==> src/rtl/bcd_pkg.sv <==
// Purpose : shared types and constants for the double-dabble binary-to-BCD converter.
// Latency : n/a (package only).
// Backpr. : n/a (package only).
// Contents: FSM state encoding, add-3 constants, DIGITS/BIN_W legality function.
package bcd_pkg;

  typedef enum logic [1:0] {
    IDLE  = 2'd0,
    SHIFT = 2'd1,
    DONE  = 2'd2
  } dabble_state_t;

  // A BCD digit at or above this value would overflow past 9 when doubled,
  // so it is pre-corrected by this increment before the shift.
  localparam logic [3:0] ADD3_THRESH = 4'd5;
  localparam logic [3:0] ADD3_INC    = 4'd3;

  // True when DIGITS decimal digits can hold the largest BIN_W-bit value.
  function automatic bit digits_ok(input int bin_w, input int digits);
    longint unsigned p10;
    longint unsigned vmax;
    p10 = 1;
    for (int i = 0; i < digits; i++) begin
      p10 = p10 * 10;
    end
    vmax = (64'd1 << bin_w) - 64'd1;
    return p10 > vmax;
  endfunction

endpackage

==> src/rtl/dabble_ctrl_if.sv <==
// Purpose : start/done handshake and data bus of the binary-to-BCD converter.
// Latency : n/a (wiring only).
// Backpr. : start is accepted only while ready=1; otherwise it is dropped.
// Ports   : start, bin_in (requester -> converter); ready, busy, done, bcd_out (converter -> requester).
interface dabble_ctrl_if #(
  parameter int BIN_W  = 8,
  parameter int DIGITS = 3
);
  logic                  start;
  logic [BIN_W-1:0]      bin_in;
  logic                  ready;
  logic                  busy;
  logic                  done;
  logic [4*DIGITS-1:0]   bcd_out;

  // Requester side (upstream adder / testbench).
  modport master (
    output start,
    output bin_in,
    input  ready,
    input  busy,
    input  done,
    input  bcd_out
  );

  // Converter side.
  modport slave (
    input  start,
    input  bin_in,
    output ready,
    output busy,
    output done,
    output bcd_out
  );
endinterface

==> src/rtl/dabble_add3.sv <==
// Purpose : one double-dabble digit correction cell (add 3 when digit >= 5).
// Latency : combinational.
// Backpr. : none.
// Ports   : din (4-bit BCD digit), dout (corrected digit, wraps mod 16).
module dabble_add3
  import bcd_pkg::*;
(
  input  logic [3:0] din,
  output logic [3:0] dout
);

  assign dout = (din >= ADD3_THRESH) ? din + ADD3_INC : din;

endmodule

==> src/rtl/dabble_ctrl.sv <==
// Purpose : sequential binary-to-BCD converter (shift-and-add-3), one bit per cycle.
// Latency : start accepted at edge N -> done pulse in the cycle after edge N+BIN_W.
// Backpr. : ready=1 only in IDLE/DONE; start while busy is ignored, never queued.
// Ports   : clk, rst (async, active high); bus = dabble_ctrl_if.slave
//           (start, bin_in, ready, busy, done, bcd_out).
module dabble_ctrl
  import bcd_pkg::*;
#(
  parameter int BIN_W  = 8,
  parameter int DIGITS = 3
) (
  input  logic         clk,
  input  logic         rst,
  dabble_ctrl_if.slave bus
);

  localparam int CNT_W = $clog2(BIN_W + 1);
  localparam int BCD_W = 4 * DIGITS;
  localparam int SR_W  = BCD_W + BIN_W;

  if (!digits_ok(BIN_W, DIGITS)) begin : g_bad_params
    $error("dabble_ctrl: DIGITS too small to represent 2^BIN_W-1");
  end

  dabble_state_t     state_q, state_d;
  logic [SR_W-1:0]   sr_q;      // {bcd digits, binary operand}
  logic [SR_W-1:0]   sr_adj;    // sr_q after per-digit add-3 correction
  logic [SR_W-1:0]   sr_shift;  // corrected register shifted left by one
  logic [CNT_W-1:0]  cnt_q;
  logic [BCD_W-1:0]  bcd_q;
  logic              busy_q;
  logic              done_q;
  logic              ready;
  logic              accept;
  logic              last_shift;

  assign ready      = (state_q == IDLE) || (state_q == DONE);
  assign accept     = bus.start && ready;
  assign last_shift = (state_q == SHIFT) && (cnt_q == CNT_W'(1));

  // Correction is applied to every digit before the shift on each iteration.
  for (genvar i = 0; i < DIGITS; i++) begin : g_digit
    dabble_add3 u_add3 (
      .din  (sr_q[BIN_W+4*i +: 4]),
      .dout (sr_adj[BIN_W+4*i +: 4])
    );
  end
  assign sr_adj[BIN_W-1:0] = sr_q[BIN_W-1:0];
  assign sr_shift          = {sr_adj[SR_W-2:0], 1'b0};

  always_comb begin
    state_d = state_q;
    case (state_q)
      IDLE:    if (bus.start) state_d = SHIFT;
      SHIFT:   if (cnt_q == CNT_W'(1)) state_d = DONE;
      DONE:    state_d = bus.start ? SHIFT : IDLE;
      default: state_d = IDLE;
    endcase
  end

  always_ff @(posedge clk or posedge rst) begin
    if (rst) begin
      state_q <= IDLE;
      busy_q  <= 1'b0;
      done_q  <= 1'b0;
    end else begin
      state_q <= state_d;
      busy_q  <= (state_d == SHIFT);
      done_q  <= (state_d == DONE);
    end
  end

  always_ff @(posedge clk or posedge rst) begin
    if (rst) begin
      sr_q  <= '0;
      cnt_q <= '0;
      bcd_q <= '0;
    end else if (accept) begin
      sr_q  <= {{BCD_W{1'b0}}, bus.bin_in};
      cnt_q <= CNT_W'(BIN_W);
    end else if (state_q == SHIFT) begin
      sr_q  <= sr_shift;
      cnt_q <= cnt_q - CNT_W'(1);
      // Result is published only here, so bcd_out holds across a new conversion.
      if (last_shift) bcd_q <= sr_shift[SR_W-1:BIN_W];
    end
  end

  assign bus.ready   = ready;
  assign bus.busy    = busy_q;
  assign bus.done    = done_q;
  assign bus.bcd_out = bcd_q;

endmodule

==> src/flat_wrapper.sv <==
// flat-port wrapper written by rule: the top's interface ports become plain ports
module dabble_ctrl_flat import bcd_pkg::*;
#(
  parameter int BIN_W  = 8,
  parameter int DIGITS = 3
)
  (clk, rst, bus_start, bus_bin_in, bus_ready, bus_busy, bus_done, bus_bcd_out);
  dabble_ctrl_if #(.BIN_W(BIN_W), .DIGITS(DIGITS)) bus_i ();
  input  logic clk;
  input  logic rst;
  input wire logic [$bits(bus_i.start)-1:0] bus_start;
  input wire logic [$bits(bus_i.bin_in)-1:0] bus_bin_in;
  output wire logic [$bits(bus_i.ready)-1:0] bus_ready;
  output wire logic [$bits(bus_i.busy)-1:0] bus_busy;
  output wire logic [$bits(bus_i.done)-1:0] bus_done;
  output wire logic [$bits(bus_i.bcd_out)-1:0] bus_bcd_out;
  assign bus_i.start = bus_start;
  assign bus_i.bin_in = bus_bin_in;
  assign bus_ready = bus_i.ready;
  assign bus_busy = bus_i.busy;
  assign bus_done = bus_i.done;
  assign bus_bcd_out = bus_i.bcd_out;
  dabble_ctrl #(.BIN_W(BIN_W), .DIGITS(DIGITS)) u_core (.clk(clk), .rst(rst), .bus(bus_i));
endmodule
==> config.mk <==
export PLATFORM = sky130hd
export DESIGN_NAME = dabble_ctrl_flat
export DESIGN_NICKNAME = d
export VERILOG_FILES = /design/src/rtl/bcd_pkg.sv /design/src/rtl/dabble_ctrl_if.sv /design/src/rtl/dabble_add3.sv /design/src/rtl/dabble_ctrl.sv /design/src/flat_wrapper.sv
export SDC_FILE = /design/constraint.sdc
export NUM_CORES = 1
export LEC_CHECK = 0
export CORE_AREA = 8 8 69 71
export CTS_BUF_LIST = sky130_fd_sc_hd__clkbuf_16
export DETAILED_ROUTE_END_ITERATION = 10
export DIE_AREA = 0 0 77 79
export PLACE_DENSITY = 0.83
export SYNTH_ARGS = -nofsm -noshare
export SYNTH_HDL_FRONTEND = slang
export SYNTH_SLANG_ARGS = --single-unit
==> constraint.sdc <==
create_clock -name clk -period 1.99 [get_ports clk]
set_input_delay 0.199 -clock clk [delete_from_list [all_inputs] [get_ports clk]]
set_output_delay 0.199 -clock clk [all_outputs]
set_load 0.02 [all_outputs]
==> results of run 1 <==
==> routing by layer <==
layer  share of wire [%]  global-route usage, %  vias to the layer above
met5                   0                      0                        -
met4                 1.5                   5.28                        0
met3                 5.9                   5.30                        5
met2                  48                   21.8                       36
met1                  45                   15.5                      638
li1                    -                      -                      643
==> flip-flops by register name (all words and copies together) (netlist names) <==
name / count
u_core.bus.bcd_out: 12
u_core.bus.busy: 1
u_core.bus.done: 1
u_core.cnt_q: 4
u_core.sr_q: 20
u_core.state_q: 2
==> per-stage QoR <==
stage	hold WS (ns)	std cells	area, um2	worst slack [ns]
after floorplan	0.327	174	1900	0.558
after global placement	0.459	246	2190	0.429
after detailed placement	0.464	246	2190	0.359
after CTS	0.365	253	2330	0.350
after global routing	0.395	253	2330	0.248
final	0.345	253	2330	0.349
==> tightest hold or removal path, delay by kind of cell <==
| family | cells | cell delay [ns] |
|---|---|---|
| buffers and inverters | 3 | 0.87 |
==> final timing paths <==
kind	from	endpoint	slack (ns)	depth (start not counted)
max reg2reg	u_core.cnt_q[1]	u_core.bus.bcd_out[1]	0.35	6
max in group asynchronous	rst	u_core.sr_q[17]	1.31	3
min	rst	u_core.bus.bcd_out[7]	0.34	3
max	u_core.cnt_q[1]	u_core.bus.bcd_out[1]	0.35	6
min in group clk	u_core.sr_q[5]	u_core.sr_q[5]	0.48	2
min reg2reg	u_core.sr_q[5]	u_core.sr_q[5]	0.48	2
==> layout make-up <==
class	count	area, um2
Clock buffer	5	125
Clock inverter	2	7.51
Fill cell	315	1470
Inverter	12	47.5
Multi-Input combinational cell	115	802
Sequential cell	40	1000
Tap cell	50	62.6
Timing Repair Buffer	29	280
==> cell families after synthesis <==
kind of cell	synth area share (%)
AO/OA/AOI/OAI	13.9
XOR/XNOR	2.31
multiplexers	6.13
AND/OR/NAND/NOR	14.7
flip-flops	52.8
buffers and inverters	4.95
adder cells (fa/ha/maj)	5.28
==> power breakdown <==
part	internal [W]	total, W	switching (W)
registers	0.00117	0.00146	0.000288
clock network	0.000448	0.000749	0.000301
logic	0.000875	0.00187	0.000995
==> layout by cell type (no fill, tap or decap), drive strengths merged <==
master / synthesis / final
xnor2: 4 / 4
mux2: 6 / 6
buf: 6 / 4
nand3: 3 / 3
nor2: 2 / 2
nor2b: 2 / 2
a22oi: 7 / 7
a21oi: 8 / 8
nor3b: 6 / 6
dfrtp: 40 / 40
clkdlybuf4s50: 0 / 25
inv: 12 / 12
clkbuf: 1 / 5
nor4: 1 / 1
nand2: 32 / 32
ha: 8 / 8
xor2: 1 / 1
mux2i: 3 / 3
nand2b: 4 / 4
clkinv: 0 / 2
o21ai: 18 / 18
a22o: 7 / 7
nor3: 3 / 3
==> flow_summary.toml, run 1 <==
[run_status]
outcome = "completed"

[clocking]
cts_root_buf = "clkbuf_16"
clkTransAtPathRegs_ns = 0.05
cts_made_buffers = 5
clock_latency_ns = 0.28
ctsResizeCount = 0
cts_tree = "built"
clock-sinks = 40
cts_setup_buffers = 0
htree_num_levels = 2
cts_hold_buf = 0
clk_path_buf_depth = 2

[worst_setup_path]
crit_family = "simple AND/OR/NAND/NOR gates"
end_kind = "flip-flop"
cp_max_fo = 15
cp.arrival_ns = 1.81
criticalPathCategory = "flip-flop to flip-flop"
path_buf_inv = 2
slowest_delay_ns = 0.39
start_kind = "flip-flop"
cp_data_required_time_ns = 2.16
critical_path.slowest_cell = "dfrtp_1"
crit_path_cell_trace = "inv_1 -> ha_1 -> nor3b_2 -> nand2_4 -> inv_4 -> mux2_4"

[sta]
fin_crit_sh_pct = 82.5
tightest_slew_ns = 0.502
max_slew_margin_pct = 66.5
finalMaxSlewViolations = 0
rsz0062_at_grt = "false"
setup_viol = 0
fin_crit_ns = 1.64
hold_viol_final = 0
setup_tns_ns = 0
fmaxAchievable_mhz = 609
final.setup_skew_ns = 0.00412

[power_and_ir_drop]
powerDensity_mw_per_mm2 = 1750
p_leak_nw = 1.08
finalPower_w = 0.00408
peakVddDrop_mv = 0.879

[logic_synthesis]
synth_edf_count = 0
avgSynthCellArea_um2 = 10.9
synthCells = 174
ys_warn_count = 0
synth_area_leaders = "dfrtp_1, nand2_1, ha_1, mux2_4, a22o_1"
synth-seq-cells = 40
synthesis.nets = 193
synth-seq-area-share_pct = 52.8
synth_ff_type = "dfrtp_1"
synth.most_common_cell = "dfrtp_1"
synth_area_leader_cell = "dfrtp_1"
synth_common_cells = "dfrtp_1, nand2_1, o21ai_1"
syn_area_mm2 = 0.00190
synth.top_cell.area_share_pct = 52.8
synth_cell_types = 32
synth-async-reset-ratio_pct = 100

[finish]
area_delta_synth_final_pct = 22.6
n_antenna_cell = 0
final_core_util_pct = 61.2
nNetsFinal = 222
drive_gt1_share_pct = 11.8

[place]
io_buffers = 25
gp_congestion = 0.774
dp_hpwl_um = 2540

[floorplan]
initial_core_util_pct = 49.9
rows = 23
die_y_um = 79
die_x_um = 77
io_pins = 26
core_area_mm2 = 0.00380
dieArea_mm2 = 0.00608

[route]
vias = 1322
wl_um = 3670
avgRoutedWirePerCell_um = 14.5
dr.first_iter.drc_count = 84
via_per_inst = 5.23
antenna_left = 0
drt_pass1_iterations = 4
drc = 0

[global_routing]
antenna_found_initial = 0
grt_overflow = 0
grt_max_degree = 41
grt_pass1_wl_um = 6570
track_usage_pct = 13.3
grt_pass1_vias = 1438

[job]
max_cap_viol_count = 0

[hold_path]
min_path_type = "input pin to asynchronous set/reset pin"
No activity file was read; power rests on OpenSTA's default activity.
==> run 2: changes to the inputs <==
Clock period 1.99 ns to 1.6 ns, I/O delays scaled along.
==> flow_summary.toml, run 2 (synthesis results as in run 1) <==
[global_routing]
grt_max_degree = 41
track_usage_pct = 13.1
grt_pass1_vias = 1398
grt_pass1_wl_um = 6380
grt_overflow = 0
antenna_found_initial = 0

[worst_setup_path]
start_kind = "flip-flop"
cp_data_required_time_ns = 1.82
r2r_start = "u_core.sr_q[13]"
cp.arrival_ns = 1.77
end_kind = "flip-flop"
rr_endpoint = "u_core.bus.bcd_out[6]"
slowest_delay_ns = 0.36
criticalPathCategory = "flip-flop to flip-flop"
crit_path_cell_trace = "inv_1 -> ha_1 -> nand2b_2 -> a21oi_2 -> mux2i_1 -> mux2_4"
ff2ff_path_depth = 6
r2r_setup_slack_ns = 0.05
cp_max_fo = 3
critical_path.slowest_cell = "dfrtp_1"

[hold_path]
min_path_type = "input pin to asynchronous set/reset pin"

[floorplan]
rows = 23
initial_core_util_pct = 49.9
die_y_um = 79
dieArea_mm2 = 0.00608
io_pins = 26
die_x_um = 77
core_area_mm2 = 0.00380

[finish]
layout_common_cells = "dfrtp_1, nand2_1, clkdlybuf4s50_1, o21ai_1, inv_1"
drive_gt1_share_pct = 14.8
layout_commonest_cell = "dfrtp_1"
area_delta_synth_final_pct = 25.6
largest_register_ffs = 20
n_antenna_cell = 0
fin_area_mm2 = 0.00238
nNetsFinal = 224
top_register = "u_core.sr_q"

[run_status]
outcome = "completed"

[sta]
hold_viol_final = 0
whs_ns = 0.240
finalMaxSlewViolations = 0
fin_crit_sh_pct = 96.8
layout_setup_ws_ns = 0.0511
tightest_slew_ns = 0.505
setup_viol = 0
fin_crit_ns = 1.55
fmaxAchievable_mhz = 646
max_slew_margin_pct = 66.3
final.setup_skew_ns = 0.00394

[route]
drt_pass1_iterations = 4
wl_um = 3730
avgRoutedWirePerCell_um = 14.7
via_per_inst = 5.23
dr.first_iter.drc_count = 63
antenna_left = 0
drc = 0
vias = 1323

[job]
max_cap_viol_count = 0

[clocking]
cts_hold_buf = 0
clock-sinks = 40
clock_latency_ns = 0.28
clk_path_buf_depth = 2
cts_made_buffers = 5
htree_num_levels = 2
cts_tree = "built"
clkTransAtPathRegs_ns = 0.05
cts_root_buf = "clkbuf_16"

[power_and_ir_drop]
p_int_w = 0.00320
peakVddDrop_mv = 0.863
finalPower_w = 0.00519
p_leak_nw = 1.10
switching_power_w = 0.00199
clkPwrFrac_pct = 17.5
powerDensity_mw_per_mm2 = 2180
power_frac_comb_pct = 47.5
p_seq_share_pct = 35.0
switching_share_pct = 38.4

[place]
pre_cts_slack_ns = 0.0412
dp_hpwl_um = 2600
gp_congestion = 0.792
io_buffers = 25
place_area_mm2 = 0.00222
==> run 2: area by class of cell <==
class / count / area (um2)
Sequential cell: 40 / 1000
Tap cell: 50 / 62.6
Fill cell: 321 / 1420
Timing Repair Buffer: 31 / 308
Inverter: 12 / 47.5
Clock buffer: 5 / 125
Multi-Input combinational cell: 115 / 837
==> run 2: per-stage QoR <==
stage / cells / setup TNS (ns) / util (%)
2_1_floorplan: 174 / 0 / -
3_3_place_gp: 248 / 0 / 58.5
3_5_place_dp: 248 / 0 / 58.5
4_1_cts: 253 / 0 / 61.8
5_1_grt: 253 / -0.0630 / 62.7
6_report: 253 / 0 / 62.7
==> run 2: how the worst max path moves through the flow <==
| stage | startpoint | end | slack [ns] | cells after the start |
|---|---|---|---|---|
| after detailed placement | u_core.sr_q[12] | u_core.bus.bcd_out[6] | 0.04 | 6 |
| after floorplan | u_core.cnt_q[1] | u_core.bus.bcd_out[10] | 0.17 | 6 |
| after CTS | u_core.sr_q[12] | u_core.bus.bcd_out[6] | 0.03 | 6 |
| final | u_core.sr_q[13] | u_core.bus.bcd_out[6] | 0.05 | 6 |
| after global routing | u_core.sr_q[13] | u_core.sr_q[14] | -0.04 | 6 |
| after global placement | u_core.cnt_q[1] | u_core.bus.bcd_out[9] | 0.08 | 6 |
==> run 2: timing repair <==
action / CTS / global route
setup endpoints to repair: 0 / 8
gates resized for setup: 0 / 7
setup buffers: 0 / 0
==> run 2: power groups by stage <==
stage | logic [W] | clock network, W | registers (W)
final | 0.00247 | 0.000905 | 0.00181
after global routing | 0.00273 | 0.000956 | 0.00189
after CTS | 0.00239 | 0.000924 | 0.00180
after detailed placement | 0.00237 | 0 | 0.00181
after global placement | 0.00228 | 0 | 0.00180
after floorplan | 0.00155 | 0 | 0.00192
==> run 2: worst max-delay path, delay by kind of cell, from the launching register on <==
kind | cells | cell delay, ns
adder cells (fa/ha/maj) | 1 | 0.18
AO/OA/AOI/OAI | 1 | 0.21
multiplexers | 2 | 0.46
flip-flops | 1 | 0.36
AND/OR/NAND/NOR | 1 | 0.18
buffers and inverters | 1 | 0.10
==> run 2: per-layer routing <==
| metal | track usage [%] | wire length [um] |
|---|---|---|
| met1 | 15.1 | 1690 |
| met5 | 0 | 0 |
| met4 | 8.11 | 108 |
| met3 | 3.50 | 139 |
| met2 | 21.6 | 1800 |
